$ cat src/rtl/uart_arb_pkg.sv
// Shared types and constants for the UART transmit arbiter.
package uart_arb_pkg;

    localparam int BYTE_W          = 8;
    localparam int DEF_ACK_TIMEOUT = 64;

    typedef enum logic [2:0] {
        ST_IDLE      = 3'd0,
        ST_ARB       = 3'd1,
        ST_LOAD      = 3'd2,
        ST_WAIT_ACK  = 3'd3,
        ST_WAIT_DONE = 3'd4
    } arb_state_e;

    function automatic int unsigned wrap_inc(input int unsigned idx, input int unsigned n);
        if (idx + 32'd1 >= n) begin
            return 32'd0;
        end else begin
            return idx + 32'd1;
        end
    endfunction

endpackage

$ cat src/rtl/uart_rr_pick.sv
// Combinational round-robin picker: first requester at or after ptr, wrapping.
module uart_rr_pick #(
    parameter int N_REQ = 4,
    parameter int IDX_W = 2
) (
    input  logic [N_REQ-1:0] req_i,
    input  logic [IDX_W-1:0] ptr_i,
    output logic [N_REQ-1:0] onehot_o,
    output logic [IDX_W-1:0] idx_o,
    output logic             any_o
);

    logic [N_REQ-1:0] hi_req_s;
    logic [N_REQ-1:0] pool_s;
    logic             found_s;

    // Prefer requests at or above ptr; otherwise wrap to the lowest index.
    always_comb begin
        hi_req_s = '0;
        onehot_o = '0;
        idx_o    = '0;
        found_s  = 1'b0;
        for (int i = 0; i < N_REQ; i++) begin
            if (i >= int'(ptr_i)) begin
                hi_req_s[i] = req_i[i];
            end else begin
                hi_req_s[i] = 1'b0;
            end
        end
        pool_s = (|hi_req_s) ? hi_req_s : req_i;
        for (int i = 0; i < N_REQ; i++) begin
            if (!found_s && pool_s[i]) begin
                found_s     = 1'b1;
                onehot_o[i] = 1'b1;
                idx_o       = IDX_W'(i);
            end else begin
                found_s = found_s;
            end
        end
        any_o = |req_i;
    end

endmodule

$ cat src/rtl/uart_tx_arbiter.sv
// Round-robin arbiter sharing one UART transmitter among N_REQ byte requesters.
// Optional packet lock is built when UART_TX_ARB_LOCK_EN is defined.
module uart_tx_arbiter
    import uart_arb_pkg::*;
#(
    parameter int N_REQ       = 4,
    parameter int ACK_TIMEOUT = DEF_ACK_TIMEOUT
) (
    input  logic                    clk,
    input  logic                    rst,
    input  logic [N_REQ-1:0]        req_valid,
    input  logic [BYTE_W*N_REQ-1:0] req_data,
    input  logic [N_REQ-1:0]        req_last,
    output logic [N_REQ-1:0]        req_ready,
    output logic [BYTE_W-1:0]       tx_din,
    output logic                    tx_din_rdy,
    input  logic                    tx_rdy,
    output logic [N_REQ-1:0]        grant,
    output logic                    busy,
    output logic                    err_timeout
);

    localparam int IDX_W = (N_REQ > 1) ? $clog2(N_REQ) : 1;
    localparam int CNT_W = $clog2(ACK_TIMEOUT + 1);

    arb_state_e        state_q, state_d;
    logic [IDX_W-1:0]  ptr_q, ptr_d;
    logic [CNT_W-1:0]  cnt_q, cnt_d;
    logic [BYTE_W-1:0] tx_din_q, tx_din_d;
    logic              din_rdy_q, din_rdy_d;
    logic [N_REQ-1:0]  req_ready_q, req_ready_d;
    logic [N_REQ-1:0]  grant_q, grant_d;
    logic              busy_q, busy_d;
    logic              err_q, err_d;

    logic [N_REQ-1:0]  pick_req_s, pick_oh_s;
    logic [IDX_W-1:0]  pick_idx_s;
    logic              pick_any_s, start_ok_s, timeout_s;
    logic [BYTE_W-1:0] pick_byte_s;

`ifdef UART_TX_ARB_LOCK_EN
    logic              lock_q, lock_d;
    logic              last_q, last_d;
    logic [IDX_W-1:0]  idx_q, idx_d;

    // While locked only the owner may compete, and only once it has a byte.
    assign pick_req_s = lock_q ? (req_valid & grant_q) : req_valid;
    assign start_ok_s = lock_q ? |(req_valid & grant_q) : |req_valid;
`else
    logic unused_last_s;

    assign unused_last_s = ^req_last;
    assign pick_req_s    = req_valid;
    assign start_ok_s    = |req_valid;
`endif

    assign pick_byte_s = req_data[BYTE_W*int'(pick_idx_s) +: BYTE_W];
    assign timeout_s   = (state_q == ST_WAIT_ACK) && tx_rdy &&
                         (cnt_q >= CNT_W'(ACK_TIMEOUT - 1));

    uart_rr_pick #(.N_REQ(N_REQ), .IDX_W(IDX_W)) u_pick (
        .req_i    (pick_req_s),
        .ptr_i    (ptr_q),
        .onehot_o (pick_oh_s),
        .idx_o    (pick_idx_s),
        .any_o    (pick_any_s)
    );

    // State and registered-output flops with synchronous reset.
    always_ff @(posedge clk) begin
        if (rst) begin
            state_q     <= ST_IDLE;
            ptr_q       <= '0;
            cnt_q       <= '0;
            tx_din_q    <= '0;
            din_rdy_q   <= 1'b0;
            req_ready_q <= '0;
            grant_q     <= '0;
            busy_q      <= 1'b0;
            err_q       <= 1'b0;
`ifdef UART_TX_ARB_LOCK_EN
            lock_q      <= 1'b0;
            last_q      <= 1'b0;
            idx_q       <= '0;
`endif
        end else begin
            state_q     <= state_d;
            ptr_q       <= ptr_d;
            cnt_q       <= cnt_d;
            tx_din_q    <= tx_din_d;
            din_rdy_q   <= din_rdy_d;
            req_ready_q <= req_ready_d;
            grant_q     <= grant_d;
            busy_q      <= busy_d;
            err_q       <= err_d;
`ifdef UART_TX_ARB_LOCK_EN
            lock_q      <= lock_d;
            last_q      <= last_d;
            idx_q       <= idx_d;
`endif
        end
    end

    // Next-state logic.
    always_comb begin
        state_d = state_q;
        case (state_q)
            ST_IDLE: begin
                if (tx_rdy && start_ok_s) state_d = ST_ARB;
                else                      state_d = ST_IDLE;
            end
            ST_ARB: begin
                if (pick_any_s) state_d = ST_LOAD;
                else            state_d = ST_IDLE;
            end
            ST_LOAD:     state_d = ST_WAIT_ACK;
            ST_WAIT_ACK: begin
                if (!tx_rdy)        state_d = ST_WAIT_DONE;
                else if (timeout_s) state_d = ST_IDLE;
                else                state_d = ST_WAIT_ACK;
            end
            ST_WAIT_DONE: begin
                if (tx_rdy) state_d = ST_IDLE;
                else        state_d = ST_WAIT_DONE;
            end
            default:     state_d = ST_IDLE;
        endcase
    end

    // Output and datapath next values; strobe/busy follow the next state.
    always_comb begin
        tx_din_d    = tx_din_q;
        req_ready_d = '0;
        grant_d     = grant_q;
        ptr_d       = ptr_q;
        cnt_d       = cnt_q;
        err_d       = 1'b0;
`ifdef UART_TX_ARB_LOCK_EN
        lock_d      = lock_q;
        last_d      = last_q;
        idx_d       = idx_q;
`endif
        case (state_q)
            ST_ARB: begin
                if (pick_any_s) begin
                    tx_din_d    = pick_byte_s;
                    req_ready_d = pick_oh_s;
                    grant_d     = pick_oh_s;
                    cnt_d       = '0;
`ifdef UART_TX_ARB_LOCK_EN
                    idx_d       = pick_idx_s;
                    last_d      = req_last[pick_idx_s];
`else
                    ptr_d       = IDX_W'(wrap_inc(32'(pick_idx_s), 32'(N_REQ)));
`endif
                end else begin
                    cnt_d = cnt_q;
                end
            end
            ST_WAIT_ACK: begin
                if (!tx_rdy) begin
                    cnt_d = cnt_q;
                end else if (timeout_s) begin
                    err_d   = 1'b1;
                    grant_d = '0;
`ifdef UART_TX_ARB_LOCK_EN
                    lock_d  = 1'b0;
                    ptr_d   = IDX_W'(wrap_inc(32'(idx_q), 32'(N_REQ)));
`endif
                end else begin
                    cnt_d = (cnt_q == CNT_W'(ACK_TIMEOUT)) ? cnt_q : cnt_q + 1'b1;
                end
            end
            ST_WAIT_DONE: begin
                if (tx_rdy) begin
`ifdef UART_TX_ARB_LOCK_EN
                    if (last_q) begin
                        grant_d = '0;
                        lock_d  = 1'b0;
                        ptr_d   = IDX_W'(wrap_inc(32'(idx_q), 32'(N_REQ)));
                    end else begin
                        lock_d  = 1'b1;
                    end
`else
                    grant_d = '0;
`endif
                end else begin
                    grant_d = grant_q;
                end
            end
            default: begin
                cnt_d = cnt_q;
            end
        endcase
        din_rdy_d = (state_d == ST_WAIT_ACK);
        busy_d    = (state_d != ST_IDLE);
    end

    assign tx_din      = tx_din_q;
    assign tx_din_rdy  = din_rdy_q;
    assign req_ready   = req_ready_q;
    assign grant       = grant_q;
    assign busy        = busy_q;
    assign err_timeout = err_q;

endmodule

$ cat config.mk
export PLATFORM = sky130hd
export DESIGN_NAME = uart_tx_arbiter
export DESIGN_NICKNAME = d
export VERILOG_FILES = /design/src/rtl/uart_arb_pkg.sv /design/src/rtl/uart_rr_pick.sv /design/src/rtl/uart_tx_arbiter.sv
export SDC_FILE = /design/constraint.sdc
export NUM_CORES = 1
export LEC_CHECK = 0
export BUFFER_PORTS_ARGS = -buffer_cell sky130_fd_sc_hd__buf_2
export CAP_MARGIN = 20
export CORE_ASPECT_RATIO = 1.4
export CORE_UTILIZATION = 48
export DETAILED_ROUTE_END_ITERATION = 12
export PLACE_DENSITY_LB_ADDON = 0.25
export SYNTH_ARGS = -nofsm -noshare
export SYNTH_HDL_FRONTEND = slang
export SYNTH_SLANG_ARGS = --single-unit
$ cat constraint.sdc
create_clock -name clk -period 2 [get_ports clk]
set_clock_uncertainty 0.15 [all_clocks]
set_input_delay 0.2 -clock clk [delete_from_list [all_inputs] [get_ports clk]]
set_output_delay 0.2 -clock clk [all_outputs]
set_load 0.005 [all_outputs]
Word level (Yosys, flattened, before mapping). Index checks and enable logic that the tools add are counted.

$add $sub $neg: 2. Magnitude comparators: 5. Equal/unequal tests: 12. Shifts and indexed selects: 1. Multiplexer cells: 31. Bitwise gates (word level): 4. Reductions and logical operators: 20.

Operators with widths (count): $shiftx 32x6->8 (1); $mux 7 (4); $mux 4 (4); $pmux 3 s5 (1); $pmux 7 s2 (1); $mux 1 (12); $ne 2x2->1 const B (6); $pmux 4 s3 (1); $mux 2 (5); $reduce_and 5->1 (2); $eq 3x2->1 const B (3); $mux 3 (3); $reduce_or 4->1 (2); $add 7x1->7 const B (1); $eq 7x7->1 const B (1); $ge 7x6->1 const B (1); $logic_and 1x1->1 (6); $reduce_bool 3->1 (2); $reduce_or 3->1 (2); $ge 1x2->1 const A (2); $not 1->1 (4); $add 2x1->3 const B (1); $eq 3x1->1 const B (1); $eq 3x3->1 const B (1); 6 further kinds (8).

Register bits: 31. Bits of input ports: 43. Word-level logic and storage cells: 84.

Logic depth before layout (Yosys ltp). Gate-level depths: netlist (run 1).

Depth after elaboration: 17. Gate-level depth with buffers: 7.

Modules after synthesis. Synthesis (run 1) repeated with hierarchy kept, for this count alone.

Cells, all modules: 195. Area, all modules: 1885.6 um^2.

By module, submodules not included: uart_tx_arbiter (times used 1, cells an instance 163, area each 1657.8 um^2); uart_rr_pick (times used 1, cells an instance 32, area each 227.7 um^2).

Worst setup path before layout (run 1). OpenSTA, ideal clock, no wires.

Path kind: reg-to-reg. From: register ptr_q[0]. To: register tx_din_q[0] (netlist: tx_din[0]). Arrival time: 1.487 ns. Data required time: 1.715 ns. Slack: 0.229 ns. Cell stages (with the launch flop): 7. Buffers on the path: 1. Period minus slack after synthesis: 1.771 ns. Cell sequence: dfxtp_1 > nor2b_1 > or2_1 > a21oi_4 > buf_6 > mux2i_1 > o221ai_1.

Longest elaborated chain between the ends: 15. Elaborated cells on any way between the ends: 21. Those cells by class: 3 x order compare; 1 x shift; 10 x mux; 7 x reduce/logical.

Ends and longest elaborated chain: start: declaration (line uart_tx_arbiter.sv:27) `logic [IDX_W-1:0] ptr_q, ptr_d;`; start signal: assignment (line uart_tx_arbiter.sv:88) `ptr_q <= ptr_d;`; $ge 1x2->1 / $ge 2x2->1 (equally long branches) (line uart_rr_pick.sv:24) `if (i >= int'(ptr_i)) begin`; $mux 1 (line uart_rr_pick.sv:24); $reduce_or 4->1 (line uart_rr_pick.sv:30) `pool_s = (|hi_req_s) ? hi_req_s : req_i;`; $mux 3 * (line uart_rr_pick.sv:30); $mux 1 (line uart_rr_pick.sv:32) `if (!found_s && pool_s[i]) begin`; $logic_not 1->1 (line uart_rr_pick.sv:32); $logic_and 1x1->1 (line uart_rr_pick.sv:32); $mux 1 (line uart_rr_pick.sv:32); $logic_not 1->1 (line uart_rr_pick.sv:32); $logic_and 1x1->1 (line uart_rr_pick.sv:32); $mux 1 (line uart_rr_pick.sv:32); $logic_not 1->1 (line uart_rr_pick.sv:32); $logic_and 1x1->1 (line uart_rr_pick.sv:32); $mux 2 * (line uart_rr_pick.sv:32); $shiftx 32x6->8 * (line uart_tx_arbiter.sv:57) `assign pick_byte_s = req_data[BYTE_W*int'(pick_idx_s) +: BYTE_W];`; end signal: assignment (line uart_tx_arbiter.sv:90) `tx_din_q <= tx_din_d;`; end: declaration (line uart_tx_arbiter.sv:29) `logic [BYTE_W-1:0] tx_din_q, tx_din_d;`.

Mark *: on every way between the ends. The rest lies on a longest branch, timed or not. A chain may end at the register's enable or synchronous reset.

Worst setup path in the final report (run 1).
From: register ptr_q[1]. To: register tx_din_q[2] (netlist: tx_din[2]).

The elaborated chain is that of the path after synthesis.

==> summary.md, run 1 <==
| Metric | Value |
|---|---|
| TritonCTS clock tree | `done` |
| Gate Count Post-Synth | `167` |
| Core box area | `3120 µm²` |
| Crit. End Element | `flop` |
| Synth Warn # | `0` |
| Share of cells above drive strength 1 | `35.0%` |
| Synth-to-Final Area Change | `30.4%` |
| Worst path slowest cell | `dfxtp_1` |
| Fin Setup TNS | `0 ns` |
| Final Hold Vio Count | `0` |
| CP startpoint kind | `flop` |
| Die Area | `3510 µm²` |
| Dpl hpwl | `2560 µm` |
| Number of placement rows | `24` |
| Chip width | `50.4 µm` |
| CP delay by family, top | `compound AO/OA/AOI/OAI gates` |
| Vias in the first global route | `1307` |
| Wirelength per Cell | `12.7 µm` |
| Fin crit share | `90.9%` |
| First-pass GRT wire length | `5580 µm` |
| Grt ovf | `0` |
| Share of the synthesized area in the top cell type | `39.5%` |
| Syn_nets | `212` |
| Starting Density | `50.3%` |
| Clock slew at reported path FFs | `0.07 ns` |
| H-tree Lvls | `2` |
| Final setup fails | `0` |
| Leakage | `0.921 nW` |
| Die Y-Extent | `69.7 µm` |
| Buf+Inv Stages, Crit Path | `1` |
| Crit Path Class | `flop to flop` |
| Hold Crit Class | `primary input to flop` |
| # DRC | `0` |
| Slew Limit Headroom | `72.8%` |
| Critical path cell sequence | `nand2_1, a311oi_1, a21oi_4, buf_12, mux2i_1, o221ai_1` |
| Tot Pwr | `1.53 mW` |
| Nets | `278` |
| Unique masters post-synth | `44` |
| Status | `completed` |
| Seq cells post-synth | `31` |
| Mux share of post-synthesis cell area | `11.5%` |
| Critical Path AT | `1.82 ns` |
| Total track usage | `20.8%` |
| Pwr dens | `748 nW/µm²` |
| Post-synthesis simple-gate area fraction | `20.9%` |
| Synth Area in XOR/XNOR | `1.67%` |
| Area contributors post-synth | `dfxtp_1 (39%), mux2i_1 (11%), o221ai_1 (5.0%), nor2_1 (4.5%), nand3b_1 (3.8%)` |
| Adder-cell share of the synthesized area | `1.59%` |
| Ant diodes | `0` |
| Worst EP required | `2.00 ns` |
| Seq/Total Area, Yosys | `39.5%` |
| Placer Congestion | `0.810` |
| Via/cell ratio | `5.47` |
| Quantity of I/O buffers inserted on ports | `57` |
| Routed Antenna Nets | `0` |
| Initial antenna violation count | `0` |
| Final Max Slew Viols | `0` |
| Largest family of logic cells by synthesized area | `simple AND/OR/NAND/NOR gates` |
| Synth Area in Compound Gates | `20.2%` |
| Largest net degree at the start of global routing | `25` |
| I/O pin count | `62` |
| Skew-Pair Late Insertion Delay | `0.29 ns` |
| Clock sink total | `31` |
| Crit-path max FO | `16` |
| Total length of routed wires | `3470 µm` |
| Clk Tree Root Cell | `clkbuf_8` |
| Max stage delay on crit path | `0.50 ns` |
| Drt initial violations | `20` |
| CTS Buffer Depth | `2` |
| RSZ-0062 raised after global routing | `no` |
| Tightest Pin Transition | `0.406 ns` |
| Iteration count of the initial detailed-routing pass | `4` |
| Dominant cell type by area after synthesis | `dfxtp_1` |
| Via count | `1492` |
| Post-Syn Area | `1570 µm²` |
| Maxcap violations | `0` |
| Reg2reg setup slack | `0.18 ns` |
| Mapped Avg Cell Area | `9.41 µm²` |
| Peak VDD IR | `551 µV` |
| CTS Buf Count | `5` |
| Final min period | `1.82 ns` |
| Max Freq | `0.550 GHz` |
==> final timing paths <==
| check | from | to | cells after the start |
|---|---|---|---|
| hold reg to reg | grant[0] | grant[0] | 1 |
| hold / removal | req_data[14] | tx_din[6] | 3 |
| setup reg to reg | ptr_q[1] | tx_din[2] | 6 |
| setup / recovery | ptr_q[1] | tx_din[2] | 6 |
==> stage by stage <==
step	setup slack, ns	util, %	area, µm²	cells	hold WS, ns
after floorplan	0.229	-	1570	167	0.139
after global placement	0.0213	61.3	1920	263	0.278
after detailed placement	-0.0144	61.3	1920	263	0.286
after CTS	0.167	65.6	2050	273	0.0746
after global routing	0.0326	65.6	2050	273	0.0852
final	0.183	65.6	2050	273	0.0722
==> metal layers <==
layer  GRT usage [%]  share of wire [%]  up-vias
li1                -                  -      750
met1            22.6                 42      690
met2            36.6                 50       47
met3            3.95                5.7        5
met4            11.1                2.0        0
met5               0                  0        -
==> tightest hold or removal path, stage by stage <==
cell and delay, ns:
buf_2 0.07, mux2i_1 0.06, o221ai_1 0.14
==> layout by cell type, fill, tap and decap left out, drive strengths merged, types with 2 or more instances in the layout <==
cell type and instances:
nand3b 8, nand4 2, nor2b 6, o21bai 2, nand2b 4, nor3 6
nand2 4, o22ai 3, a311oi 2, or2 2, buf 66, nor2 19
mux2i 18, a211oi 3, a21oi 7, o221ai 9, inv 6, clkbuf 7
xor2 3, and3 3, dfxtp 31, o21ai 3, ha 2, o22a 2
a21o 3
==> what timing repair did <==
item / in CTS / in global routing
endpoints found under the setup margin: 4 / 0
buffers inserted: 1 / 0
endpoints found under the hold margin: 1 / 0
hold buffers: 1 / 0
resized for setup: 0 / 0
==> layout make-up <==
cell class / count / area (µm²)
fillers: 294 / 1070
multi-input cells: 122 / 878
flip-flops and latches: 31 / 621
repair buffers: 67 / 375
clock buffers: 7 / 96.3
well taps: 39 / 48.8
inverters: 6 / 22.5
clock inverters: 1 / 7.51
==> cells in the mapped netlist (all sizes together) <==
master,instances
or4,1
nand3b,8
nand2b,4
ha,2
o221a,1
nor2b,6
a211oi,3
o2111ai,1
and4,1
nor3,6
o22a,2
nand2,4
nor2,19
a311oi,2
nand4b,1
o221ai,9
o32ai,1
clkbuf,3
nand4,2
inv,6
a21o,3
buf,5
a22oi,1
and2,1
or2,2
o21bai,2
xor2,3
o21ai,3
dfxtp,31
a41oi,1
mux2i,18
and3,3
o211ai,1
a21oi,7
nand3,1
o22ai,3
==> flip-flops by register name (all words and copies together) (netlist names) <==
register / count
grant: 4
state_q: 3
tx_din_rdy: 1
ptr_q: 2
req_ready: 4
busy: 1
err_timeout: 1
cnt_q: 7
tx_din: 8
==> report_power, final <==
group / switching [mW] / internal [mW]
sequential: 0.0244 / 0.652
combinational: 0.148 / 0.159
clock: 0.237 / 0.313
total: 0.409 / 1.12
==> logic make-up after synthesis <==
kind of cell	Yosys count
compound gates	40
buf+inv	14
fa+ha+maj	2
flops	31
mux	18
xor+xnor	3
simple gates	59
Power figures use the tool's default switching activity.
==> run 2, diff against run 1 <==
--- a/config.mk
+++ b/config.mk
@@ -6,10 +6,12 @@
 export NUM_CORES = 1
 export LEC_CHECK = 0
 export BUFFER_PORTS_ARGS = -buffer_cell sky130_fd_sc_hd__buf_2
-export CAP_MARGIN = 20
+export CELL_PAD_IN_SITES_DETAIL_PLACEMENT = 0
+export CELL_PAD_IN_SITES_GLOBAL_PLACEMENT = 1
 export CORE_ASPECT_RATIO = 1.4
-export CORE_UTILIZATION = 48
+export CORE_UTILIZATION = 35
 export DETAILED_ROUTE_END_ITERATION = 12
+export HOLD_SLACK_MARGIN = 0.08
 export PLACE_DENSITY_LB_ADDON = 0.25
 export SYNTH_ARGS = -nofsm -noshare
 export SYNTH_HDL_FRONTEND = slang
==> summary.md, run 2 (synthesis results as in run 1) <==
| Metric | Value |
|---|---|
| Status | `completed` |
| CTS Buf Count | `5 (unchanged)` |
| Vias in the first global route | `1518 (+16%)` |
| Crit Path Class | `primary input to flop` |
| Final min period | `1.79 ns (-0.0240 ns)` |
| Clock sink total | `31 (unchanged)` |
| Chip width | `58.6 µm (+16%)` |
| Worst EP required | `2.02 ns (+0.02 ns)` |
| CP startpoint kind | `primary input` |
| Initial antenna violation count | `0 (unchanged)` |
| Crit-path max FO | `6 (-10)` |
| Dpl hpwl | `2890 µm (+13%)` |
| R2R depth | `6 (unchanged)` |
| Final setup fails | `0 (unchanged)` |
| Fin worst setup slack | `0.207 ns (+0.0240 ns)` |
| Fin crit share | `89.7% (-1.2 points)` |
| Max reg flops | `8 (unchanged)` |
| Grt ovf | `0 (unchanged)` |
| Fin Setup TNS | `0 ns (unchanged)` |
| Peak VDD IR | `299 µV (-46%)` |
| TritonCTS clock tree | `done` |
| Place WS | `0.0990 ns (+0.113 ns)` |
| Critical Path AT | `1.82 ns (about the same)` |
| Share of cells above drive strength 1 | `33.6% (-1.4 points)` |
| Clock slew at reported path FFs | `0.06 ns (about the same)` |
| Hold Crit Depth | `3 (unchanged)` |
| Via/cell ratio | `4.90 (-10%)` |
| Iteration count of the initial detailed-routing pass | `4 (unchanged)` |
| Postcts setup bufs | `0 (-1)` |
| Placer Congestion | `0.801 (-1.0%)` |
| Commonest non-fill, non-tap cell in the layout | `buf_2` |
| Most frequent cells in the layout | `buf_2 (57), dfxtp_1 (31), nor2_1 (19)` |
| Area after DPL | `1980 µm² (+3.2%)` |
| Fin Hold WS | `0.0854 ns (+0.0132 ns)` |
| First-pass GRT wire length | `6440 µm (+15%)` |
| Clk Tree Root Cell | `clkbuf_8` |
| # DRC | `0 (unchanged)` |
| Leakage | `0.979 nW (+6.2%)` |
| Drt initial violations | `22 (+10%)` |
| Synth-to-Final Area Change | `39.8%` |
| Largest net degree at the start of global routing | `24 (-4.0%)` |
| Tightest Pin Transition | `0.396 ns (-0.00949 ns)` |
| Quantity of I/O buffers inserted on ports | `57 (unchanged)` |
| Final Hold Vio Count | `0 (unchanged)` |
| Nets | `291 (+4.7%)` |
| Hold Crit Class | `primary input to flop` |
| Final Instance Area | `2200 µm² (+7.2%)` |
| Starting Density | `36.8% (-14 points)` |
| Max stage delay on crit path | `0.53 ns (+0.03 ns)` |
| Wirelength per Cell | `12.8 µm (+1.1%)` |
| Maxcap violations | `0 (unchanged)` |
| Critical path cell sequence | `dlygate4sd3_1, buf_2, nand4b_1, a211oi_2, buf_4, a211oi_1, nor2b_1, o21bai_1` |
| Final core occ | `51.4% (-14 points)` |
| Crit. End Element | `flop` |
| Total length of routed wires | `3940 µm (+14%)` |
| Worst path slowest cell | `dlygate4sd3_1` |
| Routed Antenna Nets | `0 (unchanged)` |
| Slew Limit Headroom | `73.4% (+0.64 points)` |
| Total track usage | `18.2% (-2.5 points)` |
| Core box area | `4270 µm² (+37%)` |
| Skew-Pair Late Insertion Delay | `0.28 ns (about the same)` |
| RSZ-0062 raised after global routing | `no` |
| Number of placement rows | `28 (+17%)` |
| I/O pin count | `62 (unchanged)` |
| Ant diodes | `0 (unchanged)` |
| Max Freq | `0.558 GHz (+1.3%)` |
| CTS Buffer Depth | `2 (unchanged)` |
| Final Max Slew Viols | `0 (unchanged)` |
| Die Y-Extent | `81.3 µm (+17%)` |
| Die Area | `4770 µm² (+36%)` |
| Via count | `1504 (+0.80%)` |
| Pwr dens | `699 nW/µm² (-6.5%)` |
| H-tree Lvls | `2 (unchanged)` |
## run 2: cell count changes in the layout (fill, tap and decap cells not counted), sizes merged
cell         change
buf              +2
clkbuf           +1
clkinvlp         -1
dlygate4sd3     +11
## run 2: repair_timing
item	4_1_cts	5_1_grt
hold buffers	12	0
endpoints found under the hold margin	5	0
setup endpoints to repair	0	0
resized for setup	0	0
## run 2: power by group
part,internal [mW],switching (mW)
Clock,0.313,0.218
Sequential,0.653,0.0204
Combinational,0.174,0.157
## run 2: critical path: cells and delay by family
family	cells	cell delay, ns
buffers and inverters	3	0.85
AOI/OAI and AO/OA	3	0.41
and+or+nand+nor	2	0.36
## run 2: final timing paths
check	from	to	slack, ns
max reg2reg	ptr_q[0]	tx_din[1]	0.21
min reg2reg	grant[3]	grant[3]	0.30
max	tx_rdy	busy	0.21
min	req_data[23]	tx_din[7]	0.09
## run 2: area by class of cell
type                    instances  area (µm²)
inverters                       6        22.5
repair buffers                 80         500
multi-input cells             122         878
well taps                      60        75.1
clock buffers                   8         100
fillers                       435        2080
flip-flops and latches         31         621
## run 2: routing by layer
layer  track usage, %  routed length [µm]
met3             5.57                 222
met2             34.8                2070
met5                0                   0
met4             9.52                  79
met1             16.9                1570
## run 2: stage by stage
stage	instances	power, mW
2_1_floorplan	167	0.882
3_3_place_gp	287	1.00
3_5_place_dp	287	1.00
4_1_cts	307	1.57
5_1_grt	307	1.63
6_report	307	1.54
==> run 3, diff against run 2 <==
--- a/config.mk
+++ b/config.mk
@@ -6,9 +6,11 @@
 export NUM_CORES = 1
 export LEC_CHECK = 0
 export BUFFER_PORTS_ARGS = -buffer_cell sky130_fd_sc_hd__buf_2
+export CAP_MARGIN = 40
 export CELL_PAD_IN_SITES_DETAIL_PLACEMENT = 0
 export CELL_PAD_IN_SITES_GLOBAL_PLACEMENT = 1
 export CORE_ASPECT_RATIO = 1.4
+export CORE_MARGIN = 2
 export CORE_UTILIZATION = 35
 export DETAILED_ROUTE_END_ITERATION = 12
 export HOLD_SLACK_MARGIN = 0.08
==> summary.md, run 3 (synthesis results as in run 1) <==
| Metric | Value |
|---|---|
| Via/cell ratio | `5.03 (+2.6%)` |
| Peak VDD IR | `423 µV (+41%)` |
| Most frequent cells in the layout | `buf_2 (57), dfxtp_1 (31), nor2_1 (19)` |
| Final Max Slew Viols | `0 (unchanged)` |
| Clock slew at reported path FFs | `0.07 ns (about the same)` |
| H-tree Lvls | `2 (unchanged)` |
| Status | `completed` |
| Clk network pwr share | `35.0% (+0.4 points)` |
| Postcts setup bufs | `0 (unchanged)` |
| Sw Share | `26.2% (+0.45 points)` |
| First-pass GRT wire length | `6040 µm (-6.3%)` |
| Skew-Pair Late Insertion Delay | `0.28 ns (about the same)` |
| Worst EP required | `1.99 ns (-0.03 ns)` |
| # DRC | `0 (unchanged)` |
| Routed Antenna Nets | `0 (unchanged)` |
| Placer Congestion | `0.791 (-1.4%)` |
| Core box area | `4270 µm² (unchanged)` |
| Layout fillers | `455 (+4.6%)` |
| Pint | `1.13 mW (-0.63%)` |
| CTS Buf Count | `5 (unchanged)` |
| Pwr dens | `717 nW/µm² (+2.5%)` |
| Maxcap violations | `0 (unchanged)` |
| Chip width | `60.6 µm (+3.4%)` |
| Total track usage | `15.6% (-2.6 points)` |
| Crit. End Element | `flop` |
| Share of cells above drive strength 1 | `35.1% (+1.5 points)` |
| Vias in the first global route | `1394 (-8.2%)` |
| Starting Density | `36.8% (unchanged)` |
| Commonest non-fill, non-tap cell in the layout | `buf_2` |
| Fin Hold WS | `0.0789 ns (-0.00653 ns)` |
| Initial antenna violation count | `0 (unchanged)` |
| Crit Path Class | `flop to flop` |
| Synth-to-Final Area Change | `36.3%` |
| Quantity of I/O buffers inserted on ports | `57 (unchanged)` |
| Die Y-Extent | `83.3 µm (+2.5%)` |
| Fin crit share | `91.1% (+1.4 points)` |
| Iteration count of the initial detailed-routing pass | `4 (unchanged)` |
| Tightest Pin Transition | `0.415 ns (+0.0181 ns)` |
| Max Freq | `0.549 GHz (-1.6%)` |
| Clock sink total | `31 (unchanged)` |
| Final min period | `1.82 ns (+0.0283 ns)` |
| Logic pwr share | `21.1% (-0.5 points)` |
| Cts hold-fix bufs | `5 (-7)` |
| Clk Tree Root Cell | `clkbuf_8` |
| Crit-path max FO | `16 (+10)` |
| Grt ovf | `0 (unchanged)` |
| RSZ-0062 raised after global routing | `no` |
| CTS Buffer Depth | `2 (unchanged)` |
| Die Area | `5050 µm² (+6.0%)` |
| Fin Setup TNS | `0 ns (unchanged)` |
| Net switching power | `0.402 mW (+1.7%)` |
| Critical Path AT | `1.81 ns (about the same)` |
| Ant diodes | `0 (unchanged)` |
| Dpl hpwl | `3030 µm (+4.9%)` |
| Reg2reg setup slack | `0.18 ns (-0.03 ns)` |
| Drt initial violations | `44 (+100%)` |
| Number of gates resized after CTS | `0 (unchanged)` |
| Sequential power share | `43.9% (about the same)` |
| Max reg flops | `8 (unchanged)` |
| Final setup fails | `0 (unchanged)` |
| I/O pin count | `62 (unchanged)` |
| Leakage | `0.960 nW (-1.9%)` |
| Nets | `286 (-1.7%)` |
| Slew Limit Headroom | `72.2% (-1.2 points)` |
| Final Hold Vio Count | `0 (unchanged)` |
| CP startpoint kind | `flop` |
| Number of placement rows | `28 (unchanged)` |
| Wirelength per Cell | `12.8 µm (-0.69%)` |
| TritonCTS clock tree | `done` |
| Total length of routed wires | `3850 µm (-2.3%)` |
| Via count | `1518 (+0.93%)` |
| Largest net degree at the start of global routing | `17 (-29%)` |
| Hold Crit Class | `primary input to flop` |
## run 3: cell types whose count changed in the layout (fill, tap and decap cells not counted)
cell and delta:
buf_4 +2, dlygate4sd3_1 -7
## run 3: critical path: stages (launching register included)
cell and delay [ns]:
dfxtp_1 0.44, nor2b_1 0.11, or2_1 0.26, a21oi_4 0.18, buf_12 0.18, mux2i_1 0.21, o221ai_1 0.15
## run 3: final timing paths
path	startpoint	endpoint	depth (start not counted)
setup / recovery	ptr_q[0]	tx_din[4]	6
hold / removal	req_data[14]	tx_din[6]	3
setup reg to reg	ptr_q[0]	tx_din[4]	6
hold reg to reg	grant[3]	grant[3]	1
## run 3: layout make-up
class,instances,area [µm²],share of cell area [%]
multi-input combinational,122,878,41.0
sequential,31,621,29.0
timing repair buffer,75,445,20.8
clock buffer,8,100,4.67
tap,60,75.1,3.50
inverter,6,22.5,1.05
## run 3: metal layers
metal | vias up | share of wire (%) | GRT usage, %
met5 | - | 0 | 0
met4 | 0 | 1.4 | 5.34
met2 | 50 | 54 | 28.8
met1 | 699 | 38 | 15.6
met3 | 6 | 7.0 | 4.52
li1 | 763 | - | -
## run 3: stage by stage
stage	setup WS, ns	utilization (%)	std cells	power (mW)	cell area, µm²
after floorplan	0.229	-	167	0.882	1570
after global placement	0.0940	46.6	289	1.00	1990
after detailed placement	0.0965	46.6	289	1.01	1990
after CTS	0.180	50.1	302	1.56	2140
after global routing	0.0701	50.1	302	1.61	2140
final	0.179	50.1	302	1.54	2140
## run 3: power groups by stage
stage	Sequential, mW	Combinational [mW]	Clock, mW
5_1_grt	0.677	0.360	0.576
6_report	0.674	0.324	0.538
4_1_cts	0.674	0.329	0.555
3_5_place_dp	0.688	0.321	0
2_1_floorplan	0.687	0.195	0
3_3_place_gp	0.686	0.318	0
